$ cat config.mk
export PLATFORM = sky130hd
export DESIGN_NAME = uart_rx_frame_ctrl
export DESIGN_NICKNAME = d
export VERILOG_FILES = /design/src/rtl/uart_rx_frame_ctrl.sv
export SDC_FILE = /design/constraint.sdc
export NUM_CORES = 1
export LEC_CHECK = 0
export ABC_AREA = 1
export ABC_CLOCK_PERIOD_IN_PS = 4000
export BUFFER_PORTS_ARGS = -buffer_cell sky130_fd_sc_hd__clkbuf_2
export CAP_MARGIN = 15
export CORE_MARGIN = 2
export CORE_UTILIZATION = 55
export DETAILED_ROUTE_END_ITERATION = 16
export GPL_TIMING_DRIVEN = 0
export PLACE_DENSITY = 0.72
export SLEW_MARGIN = 0
export SYNTH_ARGS = -nofsm -noshare
export SYNTH_HDL_FRONTEND = slang
export SYNTH_SLANG_ARGS = --single-unit
$ cat constraint.sdc
create_clock -name clk -period 4 [get_ports clk]
set_input_delay 0.8 -clock clk [delete_from_list [all_inputs] [get_ports clk]]
set_output_delay 0.8 -clock clk [all_outputs]
set_load 0.02 [all_outputs]
$ cat src/rtl/uart_rx_frame_ctrl.sv
`default_nettype none
// ============================================================================
// Module   : uart_rx_frame_ctrl
// Purpose  : Frame parser behind a UART receiver. Accepts the byte stream
//            [SOF][ADDR][LEN][PAYLOAD x LEN][CSUM], buffers the payload,
//            verifies the 8-bit two's-complement checksum and, on a good
//            frame, drains the payload as a burst of register writes over a
//            valid/ready port with incrementing (wrapping) addresses.
// Ports    : clk, rst          - clock, synchronous active-high reset
//            sample_tick       - 16x baud tick, drives the inter-byte timeout
//            rx_byte, rx_valid - received byte and its 1-cycle strobe
//            wr_en/wr_addr/wr_data/wr_ready - write request port
//            frame_done, frame_err, overrun - 1-cycle status pulses
//            err_code          - last error (1 LEN, 2 checksum, 3 timeout)
//            busy              - high whenever not idle
// Revision : 1.0 - initial release
// ============================================================================
module uart_rx_frame_ctrl #(
    parameter int                   DATA_BITS     = 8,
    parameter logic [DATA_BITS-1:0] SOF           = 8'hA5,
    parameter int                   MAX_LEN       = 16,
    parameter int                   TIMEOUT_TICKS = 640
) (
    input  logic                 clk,
    input  logic                 rst,
    input  logic                 sample_tick,
    input  logic [DATA_BITS-1:0] rx_byte,
    input  logic                 rx_valid,
    output logic                 wr_en,
    output logic [7:0]           wr_addr,
    output logic [DATA_BITS-1:0] wr_data,
    input  logic                 wr_ready,
    output logic                 frame_done,
    output logic                 frame_err,
    output logic [1:0]           err_code,
    output logic                 overrun,
    output logic                 busy
);

    localparam int LEN_W = $clog2(MAX_LEN + 1);
    localparam int IDX_W = (MAX_LEN > 1) ? $clog2(MAX_LEN) : 1;
    localparam int CNT_W = $clog2(TIMEOUT_TICKS);

    localparam logic [DATA_BITS-1:0] C_MAX_LEN     = DATA_BITS'(MAX_LEN);
    localparam logic [CNT_W-1:0]     C_TO_LAST     = CNT_W'(TIMEOUT_TICKS - 1);
    localparam logic [1:0]           C_ERR_LEN     = 2'd1;
    localparam logic [1:0]           C_ERR_CSUM    = 2'd2;
    localparam logic [1:0]           C_ERR_TIMEOUT = 2'd3;

    localparam logic [2:0] C_IDLE    = 3'd0;
    localparam logic [2:0] C_ADDR    = 3'd1;
    localparam logic [2:0] C_LEN     = 3'd2;
    localparam logic [2:0] C_PAYLOAD = 3'd3;
    localparam logic [2:0] C_CSUM    = 3'd4;
    localparam logic [2:0] C_DRAIN   = 3'd5;

    logic [2:0]           state_q, state_d;
    logic [7:0]           addr_q, addr_d;
    logic [LEN_W-1:0]     len_q, len_d;
    logic [LEN_W-1:0]     idx_q, idx_d;
    logic [DATA_BITS-1:0] sum_q, sum_d;
    logic [CNT_W-1:0]     cnt_q, cnt_d;
    logic [DATA_BITS-1:0] buf_q [MAX_LEN];
    logic [DATA_BITS-1:0] buf_d [MAX_LEN];

    logic                 wr_en_q, wr_en_d;
    logic [7:0]           wr_addr_q, wr_addr_d;
    logic [DATA_BITS-1:0] wr_data_q, wr_data_d;
    logic                 frame_done_q, frame_done_d;
    logic                 frame_err_q, frame_err_d;
    logic [1:0]           err_code_q, err_code_d;
    logic                 overrun_q, overrun_d;
    logic                 busy_q, busy_d;

    logic [LEN_W-1:0]     w_idx_next;
    logic                 w_last;
    logic [DATA_BITS-1:0] w_sum_next;

    // idx_q is shared: payload write pointer while receiving, read pointer
    // while draining. w_last marks the final byte in either role.
    assign w_idx_next = idx_q + LEN_W'(1);
    assign w_last     = (idx_q == (len_q - LEN_W'(1)));
    assign w_sum_next = sum_q + rx_byte;

    always_comb begin
        state_d      = state_q;
        addr_d       = addr_q;
        len_d        = len_q;
        idx_d        = idx_q;
        sum_d        = sum_q;
        cnt_d        = cnt_q;
        buf_d        = buf_q;
        wr_en_d      = wr_en_q;
        wr_addr_d    = wr_addr_q;
        wr_data_d    = wr_data_q;
        err_code_d   = err_code_q;
        frame_done_d = 1'b0;
        frame_err_d  = 1'b0;
        overrun_d    = 1'b0;

        case (state_q)
            C_IDLE: begin
                cnt_d = '0;
                idx_d = '0;
                if (rx_valid && (rx_byte == SOF)) begin
                    state_d = C_ADDR;
                end
            end

            C_ADDR, C_LEN, C_PAYLOAD, C_CSUM: begin
                // A byte always takes priority over a coincident terminal tick.
                if (rx_valid) begin
                    cnt_d = '0;
                    case (state_q)
                        C_ADDR: begin
                            addr_d  = 8'(rx_byte);
                            sum_d   = rx_byte;
                            state_d = C_LEN;
                        end
                        C_LEN: begin
                            if ((rx_byte != '0) && (rx_byte <= C_MAX_LEN)) begin
                                len_d   = rx_byte[LEN_W-1:0];
                                sum_d   = w_sum_next;
                                idx_d   = '0;
                                state_d = C_PAYLOAD;
                            end else begin
                                err_code_d  = C_ERR_LEN;
                                frame_err_d = 1'b1;
                                state_d     = C_IDLE;
                            end
                        end
                        C_PAYLOAD: begin
                            buf_d[idx_q[IDX_W-1:0]] = rx_byte;
                            sum_d = w_sum_next;
                            if (w_last) begin
                                idx_d   = '0;
                                state_d = C_CSUM;
                            end else begin
                                idx_d = w_idx_next;
                            end
                        end
                        default: begin
                            // Checksum byte: the running sum must wrap to zero.
                            // The first write is presented straight away.
                            if (w_sum_next == '0) begin
                                idx_d     = '0;
                                wr_en_d   = 1'b1;
                                wr_addr_d = addr_q;
                                wr_data_d = buf_q[0];
                                state_d   = C_DRAIN;
                            end else begin
                                err_code_d  = C_ERR_CSUM;
                                frame_err_d = 1'b1;
                                state_d     = C_IDLE;
                            end
                        end
                    endcase
                end else if (sample_tick) begin
                    if (cnt_q == C_TO_LAST) begin
                        cnt_d       = '0;
                        err_code_d  = C_ERR_TIMEOUT;
                        frame_err_d = 1'b1;
                        state_d     = C_IDLE;
                    end else begin
                        cnt_d = cnt_q + CNT_W'(1);
                    end
                end
            end

            C_DRAIN: begin
                cnt_d = '0;
                // Incoming bytes cannot be parsed while the buffer is in use.
                if (rx_valid) begin
                    overrun_d = 1'b1;
                end
                if (wr_en_q && wr_ready) begin
                    if (w_last) begin
                        wr_en_d      = 1'b0;
                        frame_done_d = 1'b1;
                        idx_d        = '0;
                        state_d      = C_IDLE;
                    end else begin
                        idx_d     = w_idx_next;
                        wr_addr_d = addr_q + 8'(w_idx_next);
                        wr_data_d = buf_q[w_idx_next[IDX_W-1:0]];
                    end
                end
            end

            default: begin
                state_d = C_IDLE;
            end
        endcase

        busy_d = (state_d != C_IDLE);
    end

    always_ff @(posedge clk) begin
        if (rst) begin
            state_q      <= C_IDLE;
            addr_q       <= '0;
            len_q        <= '0;
            idx_q        <= '0;
            sum_q        <= '0;
            cnt_q        <= '0;
            buf_q        <= '{default: '0};
            wr_en_q      <= 1'b0;
            wr_addr_q    <= '0;
            wr_data_q    <= '0;
            frame_done_q <= 1'b0;
            frame_err_q  <= 1'b0;
            err_code_q   <= '0;
            overrun_q    <= 1'b0;
            busy_q       <= 1'b0;
        end else begin
            state_q      <= state_d;
            addr_q       <= addr_d;
            len_q        <= len_d;
            idx_q        <= idx_d;
            sum_q        <= sum_d;
            cnt_q        <= cnt_d;
            buf_q        <= buf_d;
            wr_en_q      <= wr_en_d;
            wr_addr_q    <= wr_addr_d;
            wr_data_q    <= wr_data_d;
            frame_done_q <= frame_done_d;
            frame_err_q  <= frame_err_d;
            err_code_q   <= err_code_d;
            overrun_q    <= overrun_d;
            busy_q       <= busy_d;
        end
    end

    assign wr_en      = wr_en_q;
    assign wr_addr    = wr_addr_q;
    assign wr_data    = wr_data_q;
    assign frame_done = frame_done_q;
    assign frame_err  = frame_err_q;
    assign err_code   = err_code_q;
    assign overrun    = overrun_q;
    assign busy       = busy_q;

endmodule
`default_nettype wire

==> metrics.md, run 1 <==
| Metric | Value |
|---|---|
| Total buffers and inverters traversed by the critical path | 4 |
| Leading area contributor after synthesis | dfxtp_1 |
| Fraction of layout instances using a drive strength above 1 | 9.18% |
| Switching part of the total power | 23.5% |
| Data arrival time of the worst path | 3820 ps |
| Adder-cell share of the synthesized area | 2.85% |
| Cts-stage hold buffer count | 0 |
| Multiplexer area fraction after synthesis | 0.431% |
| Drt initial violations | 932 |
| Number of gates given a new drive strength after cts | 0 |
| Final Instance Area | 10400 um^2 |
| Filler Cell Count | 1532 |
| Depth of the CTS H-tree | 4 |
| Number of nets in the layout | 1403 |
| Routed wl met3 | 2150 um |
| Worst slack on hold paths | 444 ps |
| Internal cell power | 2.94 mW |
| Max-cap violation count | 0 |
| Overall track demand over capacity in global routing | 31.4% |
| Yosys warning total | 0 |
| Initial core utilization | 56.2% |
| Die Ht | 134 um |
| Growth of design area from synthesis to finish | 11.5% |
| Antenna diodes | 0 |
| Fin. max-slew vios | 0 |
| RSZ-0062 raised after global routing | false |
| Clk root buf | clkbuf_16 |
| CP Cell Sequence | inv_2, clkbuf_1, ha_1, buf_2, clkinv_1, a21oi_1, o21ai_0, nand3_1, nand3_1, nand2_1, nand2_1, nand2_1, o21ai_1, nor2_1 |
| Routability-driven placement congestion ratio | 0.952 |
| Synthesized area per cell | 7.05 um^2 |
| Num CTS Buffers | 17 |
| Slew of the pin with the lowest slew margin | 848 ps |
| Gate power share | 3.6% |
| Number of hold violations in the final report | 0 |
| Total setup buffers inserted after CTS | 0 |
| Total grt overflow | 0 |
| Cell area power density | 371 nW/um^2 |
| Slowest-stage cell, CP | clkbuf_1 |
| Post-Syn Area | 9290 um^2 |
| Total met2 wirelength after detailed routing | 12700 um |
| Seq/Total Area, Yosys | 40.9% |
| Most frequently used flop master after synthesis | dfxtp_1 |
| Chip width | 134 um |
| Synthesized net count | 1350 |
| Post-Route Skew | 10.1 ps |
| Class of the most critical setup path | flop to flop |
| Number of global-route vias before repair | 8405 |
| Most used cells in the layout excluding fill and tap cells | o21ai_0, a21oi_1, dfxtp_1 |
| Highest routed metal layer | met4 |
| Synth area leaders | dfxtp_1, o21ai_0, a21oi_1 |
| FFs w/ async S/R, synth | 0% |
| Wire length of the first global-routing pass | 43900 um |
| Total Die Area | 17900 um^2 |
| Wl on met1 | 11900 um |
| Number of antenna violations at the first check in global routing | 0 |
| Floorplan core area | 16500 um^2 |
| Share of the cycle needed by the critical path after routing | 86.1% |
| Tmin final | 3440 ps |
| Antenna violation net count after detailed routing | 0 |
| Standard-cell row count | 47 |
| Area taken by flip-flops and latches | 3800 um^2 |
| Final TNS setup | 0 ps |
| Dominant combinational cell family by area after synthesis | compound AO/OA/AOI/OAI gates |
| Classification of the worst-slack hold path | flop to flop |
| Worst Path Required | 4380 ps |
| Outcome | finished clean |
| Critical path endpoint category | flop |
| Number of synthesized flops with an enable pin | 0 |
| Synthesis-stage register bit count | 190 |
| Number of distinct library cells after synthesis | 44 |
| Max-slew headroom | 43.5% |
| Max IR drop VDD | 0.325 mV |
| Router iterations before antenna repair | 6 |
| Clock Tree Buf Depth | 2 |
| Footprint of the multi-input gates | 4640 um^2 |
| Synthesized netlist cell count | 1317 |
| Residual DRC count | 0 |
| Routed via count divided by cell count | 5.71 |
| Instance area at placement | 9740 um^2 |
| Clock transition at path regs | 70 ps |
| Net switching power | 0.904 mW |
| Peak Freq | 290 MHz |
| Crit path max fanout | 12 |
| Final wirelength | 27900 um |
| Most common cell after layout, fill and taps aside | o21ai_0 |
| Pin count of the biggest net entering global routing | 18 |
| Static Leak | 4.24 nW |
| Dominant delay contributor by cell family on the critical path | buffers and inverters |
| Clock latency on the worst-skew pair | 450 ps |
| TritonCTS clock tree | built |
| Clk pwr share | 47.2% |
| Port Buffers | 34 |
| Share of power burned in registers | 49.2% |
| Half-perimeter wire length after detailed placement | 20000 um |
| Routed via count | 9146 |
| Fraction of the mapped netlist area in simple logic gates | 19.4% |
| Critical path launch point type | flop |
| Area share of the leading cell type in the synthesized netlist | 40.9% |
| Compound-Gate Fraction of Synth Area | 25.8% |
| Setup violators final | 0 |
| Clock sink count | 190 |
| Crit path top cell by count | nand2_1 |
| Worst path max stage delay | 600 ps |
| Xor and xnor area share after synthesis | 1.39% |
| WL per Instance | 17.4 um |
| I/O pin count | 36 |
==> cells by family (layout without fill, tap and decap cells) <==
family | after synthesis | after routing
xor+xnor | 13 | 13
simple gates | 420 | 420
mux | 4 | 4
fa+ha+maj | 20 | 20
buf+inv | 213 | 279
compound gates | 457 | 457
flops | 190 | 190
==> worst min-delay path, cell delays in order (launching register included) <==
cell,delay (ps)
dfxtp_1,310
inv_1,50
a21oi_1,50
==> cell usage after synthesis (7+ instances only) <==
cell	n
buf_2	20
a21oi_1	192
o21ai_0	220
buf_1	8
o21ai_1	7
inv_1	120
o211ai_1	24
ha_1	18
dfxtp_1	190
nor2_1	145
inv_2	9
nand2_1	171
nand3_1	62
nor3_1	10
clkbuf_1	49
xor2_1	10
==> worst paths after layout <==
kind                            slack [ps]  startpoint    endpoint  cells past startpoint
worst min register to register         440   buf_q[18]   buf_q[18]                      2
worst max register to register         560    idx_q[0]  wr_data[5]                     14
worst min-delay path                   440   buf_q[18]   buf_q[18]                      2
worst max-delay path                   560    idx_q[0]  wr_data[5]                     14
==> final cells by class <==
class	instances	share of cell area, %
Sequential cell	190	36.7
Clock inverter	13	1.72
Timing Repair Buffer	34	1.64
Clock buffer	19	4.28
Buffer	80	3.32
Inverter	133	4.89
Multi-Input combinational cell	914	44.8
Tap cell	220	2.66
==> power by group through the flow <==
stage          registers (mW)  clock network (mW)  logic (mW)
6_report                 1.89                1.81       0.140
5_1_grt                  1.89                1.89       0.150
4_1_cts                  1.89                1.81       0.136
3_5_place_dp             1.93                   0       0.135
3_3_place_gp             1.93                   0       0.134
2_1_floorplan            1.93                   0      0.0753
==> registers in the layout, indices dropped and copies added, names as in the netlist, 2 cells and up <==
name / count
buf_q: 128
cnt_q: 10
addr_q: 8
sum_q: 8
wr_addr: 8
wr_data: 8
idx_q: 5
len_q: 5
state_q: 3
err_code: 2
==> per-layer routing <==
layer	vias to the layer above	global-route usage, %
met5	-	0
met4	0	13.9
met3	77	6.27
li1	4503	-
met2	372	50.3
met1	4194	41.2
==> metrics by stage <==
stage	worst slack, ps	std cells	utilization (%)	power [mW]
finish	556	1603	62.7	3.84
floorplan	1280	1317	-	2.01
detailed placement	679	1571	58.9	2.07
CTS	659	1603	62.7	3.84
global route	369	1603	62.7	3.93
global placement	706	1571	58.9	2.07
Note: power is estimated with default switching activity, not from simulation.
==> run 2, diff against run 1 <==
--- a/config.mk
+++ b/config.mk
@@ -5,7 +5,6 @@
 export SDC_FILE = /design/constraint.sdc
 export NUM_CORES = 1
 export LEC_CHECK = 0
-export ABC_AREA = 1
 export ABC_CLOCK_PERIOD_IN_PS = 4000
 export BUFFER_PORTS_ARGS = -buffer_cell sky130_fd_sc_hd__clkbuf_2
 export CAP_MARGIN = 15
==> run 2 against run 1 <==
Clock skew down 0.79 ps. Worst setup slack worse by 300 ps. Total power down 2.6%. Non-clock buffer count up 7. Cell area up 1.3%. Critical path type unchanged. Largest power group unchanged.
==> metrics.md, run 2 <==
| Metric | Value |
|---|---|
| Synthesized area per cell | 8.89 um^2 (+26%) |
| Classification of the worst-slack hold path | flop to flop |
| Overall track demand over capacity in global routing | 30.3% (-1.2 points) |
| Footprint of the multi-input gates | 5200 um^2 (+12%) |
| Antenna violation net count after detailed routing | 0 (unchanged) |
| Total grt overflow | 0 (unchanged) |
| FFs w/ async S/R, synth | 0% (unchanged) |
| Worst Path Required | 4300 ps (-80 ps) |
| Leading area contributor after synthesis | dfxtp_1 |
| Chip width | 135 um (+0.82%) |
| Fin. max-slew vios | 0 (unchanged) |
| Post-Route Skew | 9.26 ps (-0.795 ps) |
| Critical path launch point type | flop |
| Instance area at placement | 9900 um^2 (+1.7%) |
| I/O pin count | 36 (unchanged) |
| Max IR drop VDD | 0.344 mV (+6.0%) |
| Number of nets in the layout | 1149 (-18%) |
| Max-slew headroom | 31.7% (-12 points) |
| Final TNS setup | 0 ps (unchanged) |
| Most common library cells after synthesis | dfxtp_1, nand2_1, a21oi_1 |
| Routability-driven placement congestion ratio | 0.936 (-1.7%) |
| Number of synthesized flops with an enable pin | 0 (unchanged) |
| Post-Syn Area | 9450 um^2 (+1.7%) |
| Antenna diodes | 0 (unchanged) |
| Seq/Total Area, Yosys | 40.2% (-0.69 points) |
| Number of standard cells in the layout, taps in and fillers out | 1349 (-16%) |
| Largest registers | buf_q (128), cnt_q (10) |
| Outcome | finished clean |
| TritonCTS clock tree | built |
| Die Ht | 135 um (+0.82%) |
| Synthesized netlist cell count | 1063 (-19%) |
| Total Die Area | 18200 um^2 (+1.7%) |
| Worst path max stage delay | 600 ps (about the same) |
| Class of the most critical setup path | flop to flop |
| Clk root buf | clkbuf_16 |
| Tmin final | 3750 ps (+303 ps) |
| Growth of design area from synthesis to finish | 11.0% |
| Share of the cycle needed by the critical path after routing | 93.7% (+7.6 points) |
| RSZ-0062 raised after global routing | false |
| Static Leak | 3.80 nW (-10%) |
| DP Cell Count | 1318 (-16%) |
| Standard-cell row count | 47 (unchanged) |
| Residual DRC count | 0 (unchanged) |
| Register with the most flip-flops | buf_q |
| Most used cells in the layout excluding fill and tap cells | dfxtp_1, nand2_1, a21oi_1 |
| Pin count of the biggest net entering global routing | 19 (+1) |
| Final wirelength | 26900 um (-3.5%) |
| Routed via count divided by cell count | 6.14 (+7.6%) |
| Number of distinct library cells after synthesis | 75 (+70%) |
| Synthesized net count | 1096 (-19%) |
| Data arrival time of the worst path | 4040 ps (+220 ps) |
| Area taken by flip-flops and latches | 3800 um^2 (unchanged) |
| Crit path max fanout | 17 (+5) |
| Slew of the pin with the lowest slew margin | 1020 ps (+172 ps) |
| Slowest-stage cell, CP | clkbuf_1 |
| Number of antenna violations at the first check in global routing | 0 (unchanged) |
| Initial core utilization | 56.6% (+0.36 points) |
| Port Buffers | 34 (unchanged) |
| Critical path endpoint category | flop |
| Synthesis-stage register bit count | 190 (unchanged) |
| Number of global-route vias before repair | 7740 (-7.9%) |
| Peak Freq | 267 MHz (-8.1%) |
| Clock sink count | 190 (unchanged) |
| CP Cell Sequence | buf_4, inv_1, ha_1, clkbuf_1, clkbuf_1, mux4_2, mux4_1, nand2_1, a311oi_1 |
| Area share of the leading cell type in the synthesized netlist | 40.2% (-0.69 points) |
| Most common cell after layout, fill and taps aside | dfxtp_1 |
| Number of flip-flops in the largest register | 128 (unchanged) |
| Crit path top cell by count | clkbuf_1 |
| Fraction of layout instances using a drive strength above 1 | 11.6% (+2.4 points) |
| Half-perimeter wire length after detailed placement | 18900 um (-5.8%) |
| WL per Instance | 19.9 um (+15%) |
| Floorplan core area | 16700 um^2 (+1.1%) |
| Synth area leaders | dfxtp_1, mux4_2, a21oi_1 |
| Most frequent cell after synthesis | dfxtp_1 |
| Most frequently used flop master after synthesis | dfxtp_1 |
| Drt initial violations | 875 (-6.1%) |
| Clock transition at path regs | 70 ps (about the same) |
| Total setup buffers inserted after CTS | 0 (unchanged) |
| Final Instance Area | 10500 um^2 (+1.3%) |
| Number of hold violations in the final report | 0 (unchanged) |
| Routed via count | 8283 (-9.4%) |
| Router iterations before antenna repair | 5 (-1) |
| Filler Cell Count | 1445 (-5.7%) |
| Setup violators final | 0 (unchanged) |
| Clock Tree Buf Depth | 2 (unchanged) |
| Wire length of the first global-routing pass | 42300 um (-3.8%) |
| Depth of the CTS H-tree | 4 (unchanged) |
| Max-cap violation count | 0 (unchanged) |
| Overall power consumption | 3.74 mW (-2.6%) |
| Clock latency on the worst-skew pair | 440 ps (about the same) |
| Cell area power density | 357 nW/um^2 (-3.9%) |
| Yosys warning total | 0 (unchanged) |
| Num CTS Buffers | 17 (unchanged) |
==> run 2: cell count changes in the layout (fill, tap and decap cells not counted), sizes merged, moves of 43 or more <==
cell,change
o21ai,-211
inv,-118
nor2,-74
a21oi,-63
nand3,+45
mux2i,+43
==> run 2: stage by stage <==
| stage | utilization [%] | setup WS, ps | hold WS, ps |
|---|---|---|---|
| 3_5_place_dp | 59.3 | -360 | 443 |
| 5_1_grt | 62.8 | 64.9 | 469 |
| 2_1_floorplan | - | 724 | 433 |
| 4_1_cts | 62.8 | 326 | 454 |
| 6_report | 62.8 | 253 | 453 |
| 3_3_place_gp | 59.3 | -349 | 440 |
==> run 2: kinds of logic after synthesis <==
group | after synthesis | synth area share [%]
multiplexers | 87 | 14.8
adder cells (fa/ha/maj) | 20 | 2.81
flip-flops | 190 | 40.2
AND/OR/NAND/NOR | 420 | 20.2
XOR/XNOR | 23 | 2.13
AO/OA/AOI/OAI | 223 | 15.0
buffers and inverters | 100 | 4.77
==> run 2: path summary, 6_finish.rpt <==
kind / from / to / slack, ps / depth (start not counted)
worst max-delay path: idx_q[0] / wr_data[3] / 250 / 9
worst min-delay path: buf_q[34] / buf_q[34] / 450 / 2
worst max register to register: idx_q[0] / wr_data[3] / 250 / 9
worst min register to register: buf_q[34] / buf_q[34] / 450 / 2
==> run 2: layer usage <==
layer  vias to the layer above  part of all wire (%)  track usage, %
met2                       360                    47            48.1
met4                         0                   3.3            12.6
met3                        55                   8.2            6.72
met1                      3947                    42            40.0
li1                       3921                     -               -
met5                         -                     0               0
==> run 2: final cells by class <==
class                           count  area share [%]
Multi-Input combinational cell    773            49.5
Sequential cell                   190            36.3
Clock buffer                       18            4.19
Buffer                             86            3.79
Tap cell                          220            2.62
Timing Repair Buffer               35            1.69
Clock inverter                     14            1.43
Inverter                           13           0.465
==> run 2: critical path, delay by kind of cell, from the launching register on <==
family	cells	cell delay, ps
flops	1	370
simple gates	1	100
compound gates	1	80
fa+ha+maj	1	460
mux	2	1050
buf+inv	4	1540
==> run 2: repair_timing <==
| item | CTS | global route |
|---|---|---|
| hold buffers | 0 | 0 |
| endpoints found under the setup margin | 8 | 0 |
| resized for setup | 0 | 0 |
==> run 2: power by group <==
group          switching (mW)  leakage (nW)  internal (mW)
combinational           0.104          1.99         0.0306
clock                   0.817         0.284          0.898
sequential          0.0000736          1.53           1.89
total                   0.921          3.80           2.82
